===== config.mk =====
export PLATFORM = sky130hd
export DESIGN_NAME = yuv422_to_444
export DESIGN_NICKNAME = d
export VERILOG_FILES = /design/src/rtl/yuv422_to_444.sv
export SDC_FILE = /design/constraint.sdc
export NUM_CORES = 1
export LEC_CHECK = 0
export ABC_AREA = 1
export ABC_CLOCK_PERIOD_IN_PS = 1200
export CAP_MARGIN = 10
export CORE_UTILIZATION = 51
export CTS_BUF_LIST = sky130_fd_sc_hd__clkbuf_8
export CTS_CLUSTER_SIZE = 8
export DETAILED_ROUTE_END_ITERATION = 8
export PLACE_DENSITY = 0.81
export SLEW_MARGIN = 20
export SYNTH_ARGS = -nofsm -noshare
export SYNTH_HDL_FRONTEND = slang
export SYNTH_SLANG_ARGS = --single-unit

===== constraint.sdc =====
create_clock -name CLK_I -period 1.2 [get_ports CLK_I]
set_clock_uncertainty 0.05 [all_clocks]
set_input_delay 0.24 -clock CLK_I [delete_from_list [all_inputs] [get_ports CLK_I]]
set_output_delay 0.24 -clock CLK_I [all_outputs]
set_load 0.05 [all_outputs]

===== src/rtl/yuv422_to_444.sv =====
// yuv422_to_444: 4:2:2 -> 4:4:4 chroma upsampler by pair replication.
// Two register stages: S1 captures the input beat, S2 is the output register.
// The next beat on the input port gives S2 a one-pixel lookahead, so an even
// pixel can take its second chroma from the following odd pixel.
// DE/HS/VS travel with the video so downstream timing stays aligned.
module yuv422_to_444 #(
    parameter int C_BPC      = 8,
    parameter bit C_CB_FIRST = 1'b1
) (
    input  logic             CLK_I,
    input  logic             RST_I,
    input  logic             DE_I,
    input  logic             HS_I,
    input  logic             VS_I,
    input  logic [C_BPC-1:0] Y_I,
    input  logic [C_BPC-1:0] C_I,
    output logic             DE_O,
    output logic             HS_O,
    output logic             VS_O,
    output logic [C_BPC-1:0] Y_O,
    output logic [C_BPC-1:0] U_O,
    output logic [C_BPC-1:0] V_O,
    output logic             ODD_LEN_O
);

    // Midcode substituted for the missing chroma of a line with no odd pixel.
    localparam logic [C_BPC-1:0] MIDCODE = {1'b1, {(C_BPC-1){1'b0}}};

    // Phase expected for the next input beat; 0 = even pixel.
    logic             ph_q, ph_d;

    // S1 stage: captured input beat plus its phase.
    logic             de_p1_q, hs_p1_q, vs_p1_q, ph_p1_q;
    logic [C_BPC-1:0] y_p1_q, c_p1_q;

    // Hold regs: first holds the even-pixel chroma, second the odd-pixel one.
    logic [C_BPC-1:0] first_hold_q, first_hold_d;
    logic [C_BPC-1:0] second_hold_q, second_hold_d;

    // S2 stage: output register.
    logic             de_p2_q, hs_p2_q, vs_p2_q, odd_p2_q, odd_d;
    logic [C_BPC-1:0] y_p2_q, u_p2_q, v_p2_q, u_d, v_d;

    logic             line_start;
    logic [C_BPC-1:0] first_c, second_c;

    // Next-state for phase, hold regs and the reconstructed chroma of S1's pixel.
    always_comb begin
        // A line starts on a DE-high beat that follows a DE-low beat (or reset).
        line_start = DE_I & ~de_p1_q;
        ph_d       = DE_I ? ~ph_q : 1'b0;

        first_hold_d = first_hold_q;
        if (DE_I && !ph_q) begin
            first_hold_d = C_I;
        end

        second_hold_d = second_hold_q;
        if (line_start) begin
            second_hold_d = MIDCODE;
        end else if (DE_I && ph_q) begin
            second_hold_d = C_I;
        end

        if (!ph_p1_q) begin
            // Even pixel: pair with the next beat, or fall back to the hold
            // reg (midcode if the line never had an odd pixel) at line end.
            first_c  = c_p1_q;
            second_c = DE_I ? C_I : second_hold_q;
        end else begin
            // Odd pixel: reuse the preceding even pixel's chroma.
            first_c  = first_hold_q;
            second_c = c_p1_q;
        end

        odd_d = de_p1_q & ~ph_p1_q & ~DE_I;
        u_d   = C_CB_FIRST ? first_c : second_c;
        v_d   = C_CB_FIRST ? second_c : first_c;
    end

    // Register S1, phase and hold regs; a reset discards any partial line.
    always_ff @(posedge CLK_I or negedge RST_I) begin
        if (!RST_I) begin
            ph_q          <= 1'b0;
            de_p1_q       <= 1'b0;
            hs_p1_q       <= 1'b0;
            vs_p1_q       <= 1'b0;
            ph_p1_q       <= 1'b0;
            y_p1_q        <= '0;
            c_p1_q        <= '0;
            first_hold_q  <= '0;
            second_hold_q <= '0;
        end else begin
            ph_q          <= ph_d;
            de_p1_q       <= DE_I;
            hs_p1_q       <= HS_I;
            vs_p1_q       <= VS_I;
            ph_p1_q       <= DE_I & ph_q;
            y_p1_q        <= Y_I;
            c_p1_q        <= C_I;
            first_hold_q  <= first_hold_d;
            second_hold_q <= second_hold_d;
        end
    end

    // Register S2, the output stage.
    always_ff @(posedge CLK_I or negedge RST_I) begin
        if (!RST_I) begin
            de_p2_q  <= 1'b0;
            hs_p2_q  <= 1'b0;
            vs_p2_q  <= 1'b0;
            odd_p2_q <= 1'b0;
            y_p2_q   <= '0;
            u_p2_q   <= '0;
            v_p2_q   <= '0;
        end else begin
            de_p2_q  <= de_p1_q;
            hs_p2_q  <= hs_p1_q;
            vs_p2_q  <= vs_p1_q;
            odd_p2_q <= odd_d;
            y_p2_q   <= y_p1_q;
            u_p2_q   <= u_d;
            v_p2_q   <= v_d;
        end
    end

    assign DE_O      = de_p2_q;
    assign HS_O      = hs_p2_q;
    assign VS_O      = vs_p2_q;
    assign Y_O       = y_p2_q;
    assign U_O       = u_p2_q;
    assign V_O       = v_p2_q;
    assign ODD_LEN_O = odd_p2_q;

endmodule


======== Word-level counts from Yosys, hierarchy flattened ========
Cells that the tools add are included.
cells by class
  multiplexer cells ....................... 6
  bitwise logic cells ..................... 8
  reduce and logical (&&, ||, !) cells .... 4
operators with widths
  operator            count
  8-bit 2-to-1 mux    5
  1-bit AND           4
  1-bit NOT           4
  1-bit logical AND   2
  2-bit nonzero test  1
  1-bit zero test     1
  1-bit 2-to-1 mux    1
word-level totals
  register bits after elaboration ......... 65
  bits of input ports ..................... 21
  output and inout port bits .............. 28
  word-level logic and storage cells ...... 34

======== Depth between registers and ports, before layout ========
Gate-level depths: netlist of the first run.
  word-level depth ........................ 3
  mapped depth ............................ 5
  depth with buffers taken out ............ 4

======== Worst setup path after synthesis of the first run ========
Ideal clock, no wire load.
  path type ............................... flip-flop to flip-flop
  start point ............................. register ph_p1_q
  end point ............................... register v_p2_q[1] (netlist: V_O[1])
  setup time .............................. 0.065 ns
  data arrival time ....................... 0.910 ns
  required time ........................... 1.085 ns
  path slack .............................. 0.175 ns
  cell stages (with the launch flop) ...... 6
  buffers on the path ..................... 2
  clock period less this slack ............ 1.025 ns
  path through ............................ dfrtp_1 -> buf_2 -> inv_1 -> buf_4 -> nand3_1 -> nand2_1
between the ends
  longest elaborated chain between the ends .. 1
RTL lines
  what                    line  source
  from (decl)             33    logic de_p1_q, hs_p1_q, vs_p1_q, ph_p1_q;
  from (signal assigned)  98    ph_p1_q <= DE_I & ph_q;
  8-bit 2-to-1 mux        65    if (!ph_p1_q) begin
  net second_c[1]         45    logic [C_BPC-1:0] first_c, second_c;
  to (signal assigned)    123   v_p2_q <= v_d;
  to (decl)               42    logic [C_BPC-1:0] y_p2_q, u_p2_q, v_p2_q, u_d, v_d;
The timed path passes the listed nets, and every way through them passes these cells.
A chain may end at the register's enable or synchronous reset.

======== Worst setup path in the final report of the first run ========
  start point ............................. register odd_p2_q (netlist: ODD_LEN_O)
  end point ............................... output ODD_LEN_O
RTL lines
  what                    line  source
  from (decl)             41    logic de_p2_q, hs_p2_q, vs_p2_q, odd_p2_q, odd_d;
  from (signal assigned)  112   odd_p2_q <= 1'b0;
  from (signal assigned)  120   odd_p2_q <= odd_d;
  to (decl)               23    output logic ODD_LEN_O
No word-level cell between the ends.

==> results of run 1 <==
==> cell usage after synthesis, drive strengths merged <==
cell	instances	area, sq um
nand2	82	313
nand3	17	85.1
inv	22	82.6
o21ai	8	40.0
buf	5	27.5
dfrtp	65	1630
nor3	1	5.00
nor2	1	11.3
==> through the flow <==
step	setup TNS (ns)	utilization, %
5_1_grt	-0.111	80.4
4_1_cts	-0.0197	80.3
3_5_place_dp	-6.12	75.8
6_report	0	80.4
3_3_place_gp	-4.95	75.8
2_1_floorplan	0	-
==> worst max-delay path by stage <==
| stage | endpoint | slack [ns] | depth (start not counted) |
|---|---|---|---|
| 6_report | ODD_LEN_O | 0.008 | 1 |
| 2_1_floorplan | V_O[1] | 0.17 | 5 |
| 5_1_grt | DE_O | -0.02 | 1 |
| 3_3_place_gp | second_hold_q[6] | -0.22 | 5 |
| 4_1_cts | ODD_LEN_O | -0.01 | 1 |
| 3_5_place_dp | second_hold_q[1] | -0.28 | 5 |
==> cell families (layout without fill, tap and decap cells) <==
kind of cell           count (synthesis)  count (layout)  share of synthesized area (%)
flip-flops                            65              65                           74.2
AO/OA/AOI/OAI                          8               8                           1.83
buffers and inverters                 27              96                           5.03
AND/OR/NAND/NOR                      101             101                           18.9
==> sequential cells by signal, indices dropped and copies added, names as in the netlist, 8 cells and up <==
name and cells:
Y_O 8, first_hold_q 8, U_O 8, second_hold_q 8
V_O 8, y_p1_q 8, c_p1_q 8
==> routing by layer <==
metal	up-vias	GRT usage, %	wire (microns)	part of all wire (%)
met5	-	0	0	0
met4	0	10.9	91	2.2
met3	9	7.43	195	4.8
met2	41	34.0	2110	52
met1	696	27.5	1690	41
li1	736	-	-	-
==> cell type report <==
type                            count  area [sq um]
Timing Repair Buffer               58           861
Sequential cell                    65          1630
Tap cell                           50          62.6
Clock inverter                      5          22.5
Multi-Input combinational cell    109           457
Clock buffer                       11           151
Inverter                           22          82.6
Fill cell                         220           795
==> timing repair <==
action / CTS / global route
buffers inserted: 0 / 0
gates resized for setup: 0 / 3
setup endpoints to repair: 4 / 30
cloned: 0 / 0
hold endpoints to repair: 65 / 0
hold buffers: 1 / 0
==> power by group through the flow <==
stage	sequential [uW]	clock, uW	combinational, uW
4_1_cts	2460	1640	931
3_3_place_gp	2490	0	906
3_5_place_dp	2500	0	926
2_1_floorplan	2710	0	165
6_report	2460	1600	922
5_1_grt	2480	1730	989
==> metrics.csv, run 1 <==
stage,metric,value,unit
timing,"Slew Viols, Final",0,
setup_path,Reg2Reg Depth,2,
clock_network,clk root buf,clkbuf_8,
global_route,vias in the first global route,1478,
yosys,"Avg Cell Area, Syn",10.9,sq um
setup_path,Worst Setup SP,ODD_LEN_O,
yosys,Post-Synthesis Net Count,222,
power,Pwr Total,4980,uW
setup_path,Critical Path Fanout Max,1,
finish,most frequent cells in the layout,"nand2_1 (79), dfrtp_1 (65), buf_12 (30)",
timing,setup slack after layout,0.00752,ns
status,status,"complete, no violations",
detailed_routing,vias,1482,
finish,"commonest non-fill, non-tap cell in the layout",nand2_1,
detailed_routing,Final ANT Viol Nets,0,
global_route,antenna violations before repair,0,
die,Placeable Area,4060,sq um
setup_path,slowest CP cell,dfrtp_1,
clock_network,Max H-tree Level,3,
die,Die ar.,4560,sq um
power,clock share of power,32.1,%
finish,Nets,286,
setup_path,CP Launch Type,flip-flop,
global_route,global-route wire length before repair,6820,microns
placement,pre-CTS setup slack,-0.276,ns
setup_path,RR Startpoint,ph_p1_q,
power,Worst VDD drop,1.18,mV
worst_hold_path,worst min path class,in -> reg,
clock_network,clock sink total,65,
timing,Tmin final,1.19,ns
clock_network,CTS tree,built,
die,Die Wd,67.5,microns
timing,f_max,839,MHz
yosys,Mapped Area,2190,sq um
power,sw frac,27.3,%
detailed_routing,drt wl/cell,12.8,microns
power,P_int,3620,uW
power,sw power,1360,uW
die,die height,67.5,microns
detailed_routing,First-pass DRT Iterations,4,
detailed_routing,Vias/cell,4.63,
die,row cnt,23,
detailed_routing,DRC marker count from the first detailed-route iteration,142,
clock_network,Clock Latency Late Sink,0.34,ns
clock_network,"Clk pin slew, worst setup/hold paths",0.07,ns
placement,dpl cell area,3070,sq um
power,Flop pwr share,49.4,%
detailed_routing,DRC violations left,0,
run,maxcap violations,0,
timing,relative slew slack,78.3,%
global_route,GRT Util Overall,22.0,%
placement,placed cell count,303,
timing,Setup Viol. Count Final,0,
setup_path,CP required,0.91,ns
yosys,Cells after Synth,201,
timing,hold slack,0.155,ns
yosys,Yosys cell types,10,
setup_path,Crit path max-delay family,flip-flops,
finish,final instance area,3260,sq um
power,Gate power share,18.5,%
finish,Post-Layout Cell Count,320,
die,# IOs,49,
setup_path,Critical Path Max Stage Delay,0.41,ns
die,Starting Density,54.0,%
global_route,grt total ovfl,0,
clock_network,CTS Buf Count,9,
placement,PortBufs,48,
setup_path,Worst Setup Path Type,reg -> out,
setup_path,worst path arrival time,0.90,ns
yosys,synthesis warning total,0,
timing,RSZ-0062 raised after global routing,yes,
timing,Final Hold Fails,0,
timing,Worst Tran Pin Value,0.326,ns
setup_path,r2r setup slk,0.18,ns
finish,share of layout cells above drive strength 1,21.1,%
timing,Final period util,99.4,%
setup_path,worst-path cell chain,buf_12,
clock_network,maximum buffer depth of the clock tree,2,
power,power density over cell area,1530,nW/um^2
yosys,"flops & latches, synth",65,
worst_hold_path,Hold Crit Depth,1,
setup_path,RR Endpoint,ODD_LEN_O,
placement,routability cong.,0.849,
setup_path,WP buf/inv,1,
finish,Area Growth Syn to Fin,48.9,%
setup_path,CP Capture Type,primary output,
worst_hold_path,worst hold start,DE_I,
power,Pleak,0.00166,uW
detailed_routing,final WL,4080,microns
placement,DP HPWL,2760,microns
finish,diode count,0,
worst_hold_path,worst hold endpoint,de_p1_q,
global_route,maximum number of pins on one net before global-route repair,66,
yosys,sequential share of the synthesized area,74.2,%
No activity file was read; power rests on OpenSTA's default activity.
==> run 2: changes to the inputs <==
--- a/config.mk
+++ b/config.mk
@@ -12,6 +12,7 @@
 export CTS_BUF_LIST = sky130_fd_sc_hd__clkbuf_8
 export CTS_CLUSTER_SIZE = 8
 export DETAILED_ROUTE_END_ITERATION = 8
+export MAX_ROUTING_LAYER = met4
 export PLACE_DENSITY = 0.81
 export SLEW_MARGIN = 20
 export SYNTH_ARGS = -nofsm -noshare
==> metrics.csv, run 2 (same netlist as run 1, synthesis figures left out) <==
stage,metric,value,unit,change
status,status,"complete, no violations",,unchanged
setup_path,CP Capture Type,primary output,,unchanged
setup_path,CP Launch Type,flip-flop,,unchanged
power,Worst VDD drop,1.18,mV,about the same
finish,Final Core Density,80.4,%,unchanged
timing,hold slack,0.153,ns,was 0.155 ns
clock_network,Max H-tree Level,3,,unchanged
detailed_routing,drt wl/cell,12.8,microns,about the same
global_route,GRT Util Overall,22.7,%,was 22.0%
clock_network,maximum buffer depth of the clock tree,2,,unchanged
detailed_routing,First-pass DRT Iterations,4,,unchanged
detailed_routing,Vias/cell,4.65,,was 4.63
finish,Area Growth Syn to Fin,48.9,%,unchanged
placement,DP HPWL,2760,microns,unchanged
clock_network,CTS Buf Count,9,,unchanged
timing,Worst Tran Pin Value,0.325,ns,was 0.326 ns
die,row cnt,23,,unchanged
global_route,vias in the first global route,1475,,was 1478
detailed_routing,Final ANT Viol Nets,0,,unchanged
worst_hold_path,worst min path class,in -> reg,,unchanged
run,maxcap violations,0,,unchanged
timing,setup slack after layout,0.00513,ns,was 0.00752 ns
power,Pleak,0.00166,uW,unchanged
power,P_int,3620,uW,about the same
global_route,grt total ovfl,0,,unchanged
die,# IOs,49,,unchanged
power,sw frac,27.4,%,was 27.3%
power,clock share of power,32.2,%,was 32.1%
finish,Nets,286,,unchanged
detailed_routing,DRC violations left,0,,unchanged
power,Pwr Total,4990,uW,was 4980 uW
die,Starting Density,54.0,%,unchanged
setup_path,WP buf/inv,1,,unchanged
timing,RSZ-0062 raised after global routing,yes,,unchanged
setup_path,CP required,0.91,ns,about the same
clock_network,"Setup Fix Bufs, Post-CTS",0,,unchanged
finish,most frequent cells in the layout,"nand2_1 (79), dfrtp_1 (65), buf_12 (30)",,unchanged
setup_path,Crit path max-delay family,flip-flops,,unchanged
setup_path,Worst Setup Path Type,reg -> out,,unchanged
timing,Setup Viol. Count Final,0,,unchanged
finish,diode count,0,,unchanged
global_route,GR peak layer,met2,,unchanged
die,die height,67.5,microns,unchanged
setup_path,Critical Path Fanout Max,1,,unchanged
timing,Final period util,99.6,%,was 99.4%
power,Flop pwr share,49.3,%,was 49.4%
detailed_routing,vias,1488,,was 1482
setup_path,slowest CP cell,dfrtp_1,,unchanged
placement,dpl cell area,3070,sq um,unchanged
timing,Tmin final,1.19,ns,about the same
placement,pre-CTS setup slack,-0.276,ns,unchanged
detailed_routing,final WL,4090,microns,was 4080 microns
die,Die Wd,67.5,microns,unchanged
clock_network,"Clk pin slew, worst setup/hold paths",0.07,ns,about the same
global_route,maximum number of pins on one net before global-route repair,66,,unchanged
setup_path,worst path arrival time,0.90,ns,about the same
finish,final instance area,3260,sq um,unchanged
timing,"Slew Viols, Final",0,,unchanged
clock_network,clk root buf,clkbuf_8,,unchanged
detailed_routing,DRC marker count from the first detailed-route iteration,157,,was 142
global_route,antenna violations before repair,0,,unchanged
clock_network,Clock Latency Late Sink,0.34,ns,about the same
die,Die ar.,4560,sq um,unchanged
die,Placeable Area,4060,sq um,unchanged
timing,relative slew slack,78.3,%,about the same
clock_network,CTS tree,built,,unchanged
power,Gate power share,18.5,%,about the same
finish,"commonest non-fill, non-tap cell in the layout",nand2_1,,unchanged
global_route,GR Layer Usage met3,7.43,%,unchanged
setup_path,worst-path cell chain,buf_12,,unchanged
timing,f_max,837,MHz,was 839 MHz
power,power density over cell area,1530,nW/um^2,about the same
finish,share of layout cells above drive strength 1,21.1,%,unchanged
global_route,met1 Use GR,27.6,%,was 27.5%
clock_network,clock sink total,65,,unchanged
global_route,met2 usage,34.0,%,unchanged
power,sw power,1370,uW,was 1360 uW
setup_path,Critical Path Max Stage Delay,0.41,ns,about the same
timing,Final Hold Fails,0,,unchanged
placement,PortBufs,48,,unchanged
global_route,global-route wire length before repair,6820,microns,unchanged
placement,routability cong.,0.863,,was 0.849
[run 2: cell counts in the layout (fill, tap and decap cells not counted)]
No cell type changed its count.
[run 2: per-layer routing]
| layer | up-vias | wire, microns |
|---|---|---|
| met5 | - | 0 |
| met4 | 0 | 102 |
| met3 | 12 | 195 |
| met2 | 42 | 2110 |
| met1 | 695 | 1680 |
| li1 | 739 | - |
[run 2: final timing paths]
check | start | to | cells past startpoint | slack, ns
max | ODD_LEN_O | ODD_LEN_O | 1 | 0.005
min | DE_I | de_p1_q | 1 | 0.15
max reg2reg | ph_p1_q | ODD_LEN_O | 2 | 0.18
min reg2reg | y_p1_q[2] | Y_O[2] | 0 | 0.30
max in group asynchronous | RST_I | U_O[6] | 3 | 0.43
min in group asynchronous | RST_I | DE_O | 3 | 0.41
[run 2: through the flow]
stage	setup TNS [ns]	instances
after global routing	-0.119	320
final	0	320
after floorplan	0	201
after CTS	-0.0197	320
after detailed placement	-6.12	303
after global placement	-4.95	303
[run 2: power groups by stage]
| stage | registers (uW) | clock network [uW] | logic (uW) |
|---|---|---|---|
| after floorplan | 2710 | 0 | 165 |
| after global placement | 2490 | 0 | 906 |
| after detailed placement | 2500 | 0 | 926 |
| after CTS | 2460 | 1640 | 931 |
| after global routing | 2480 | 1740 | 989 |
| final | 2460 | 1610 | 922 |
[run 2: repair_timing]
| item | 4_1_cts | 5_1_grt |
|---|---|---|
| hold buffers | 1 | 0 |
| pin swaps | 0 | 0 |
| hold endpoints to repair | 65 | 0 |
| setup endpoints to repair | 4 | 32 |
| gates resized for setup | 0 | 3 |
[run 2: layout make-up]
| type | count | area (sq um) |
|---|---|---|
| repair buffers | 58 | 861 |
| multi-input cells | 109 | 457 |
| fillers | 220 | 795 |
| well taps | 50 | 62.6 |
| inverters | 22 | 82.6 |
| flip-flops and latches | 65 | 1630 |
| clock inverters | 5 | 22.5 |
| clock buffers | 11 | 151 |
==> run 3: changes to the inputs <==
--- a/config.mk
+++ b/config.mk
@@ -18,3 +18,4 @@
 export SYNTH_ARGS = -nofsm -noshare
 export SYNTH_HDL_FRONTEND = slang
 export SYNTH_SLANG_ARGS = --single-unit
+export TNS_END_PERCENT = 1
==> results of run 3 <==
The final DEF is identical to that of run 2; final timing and power are the same.
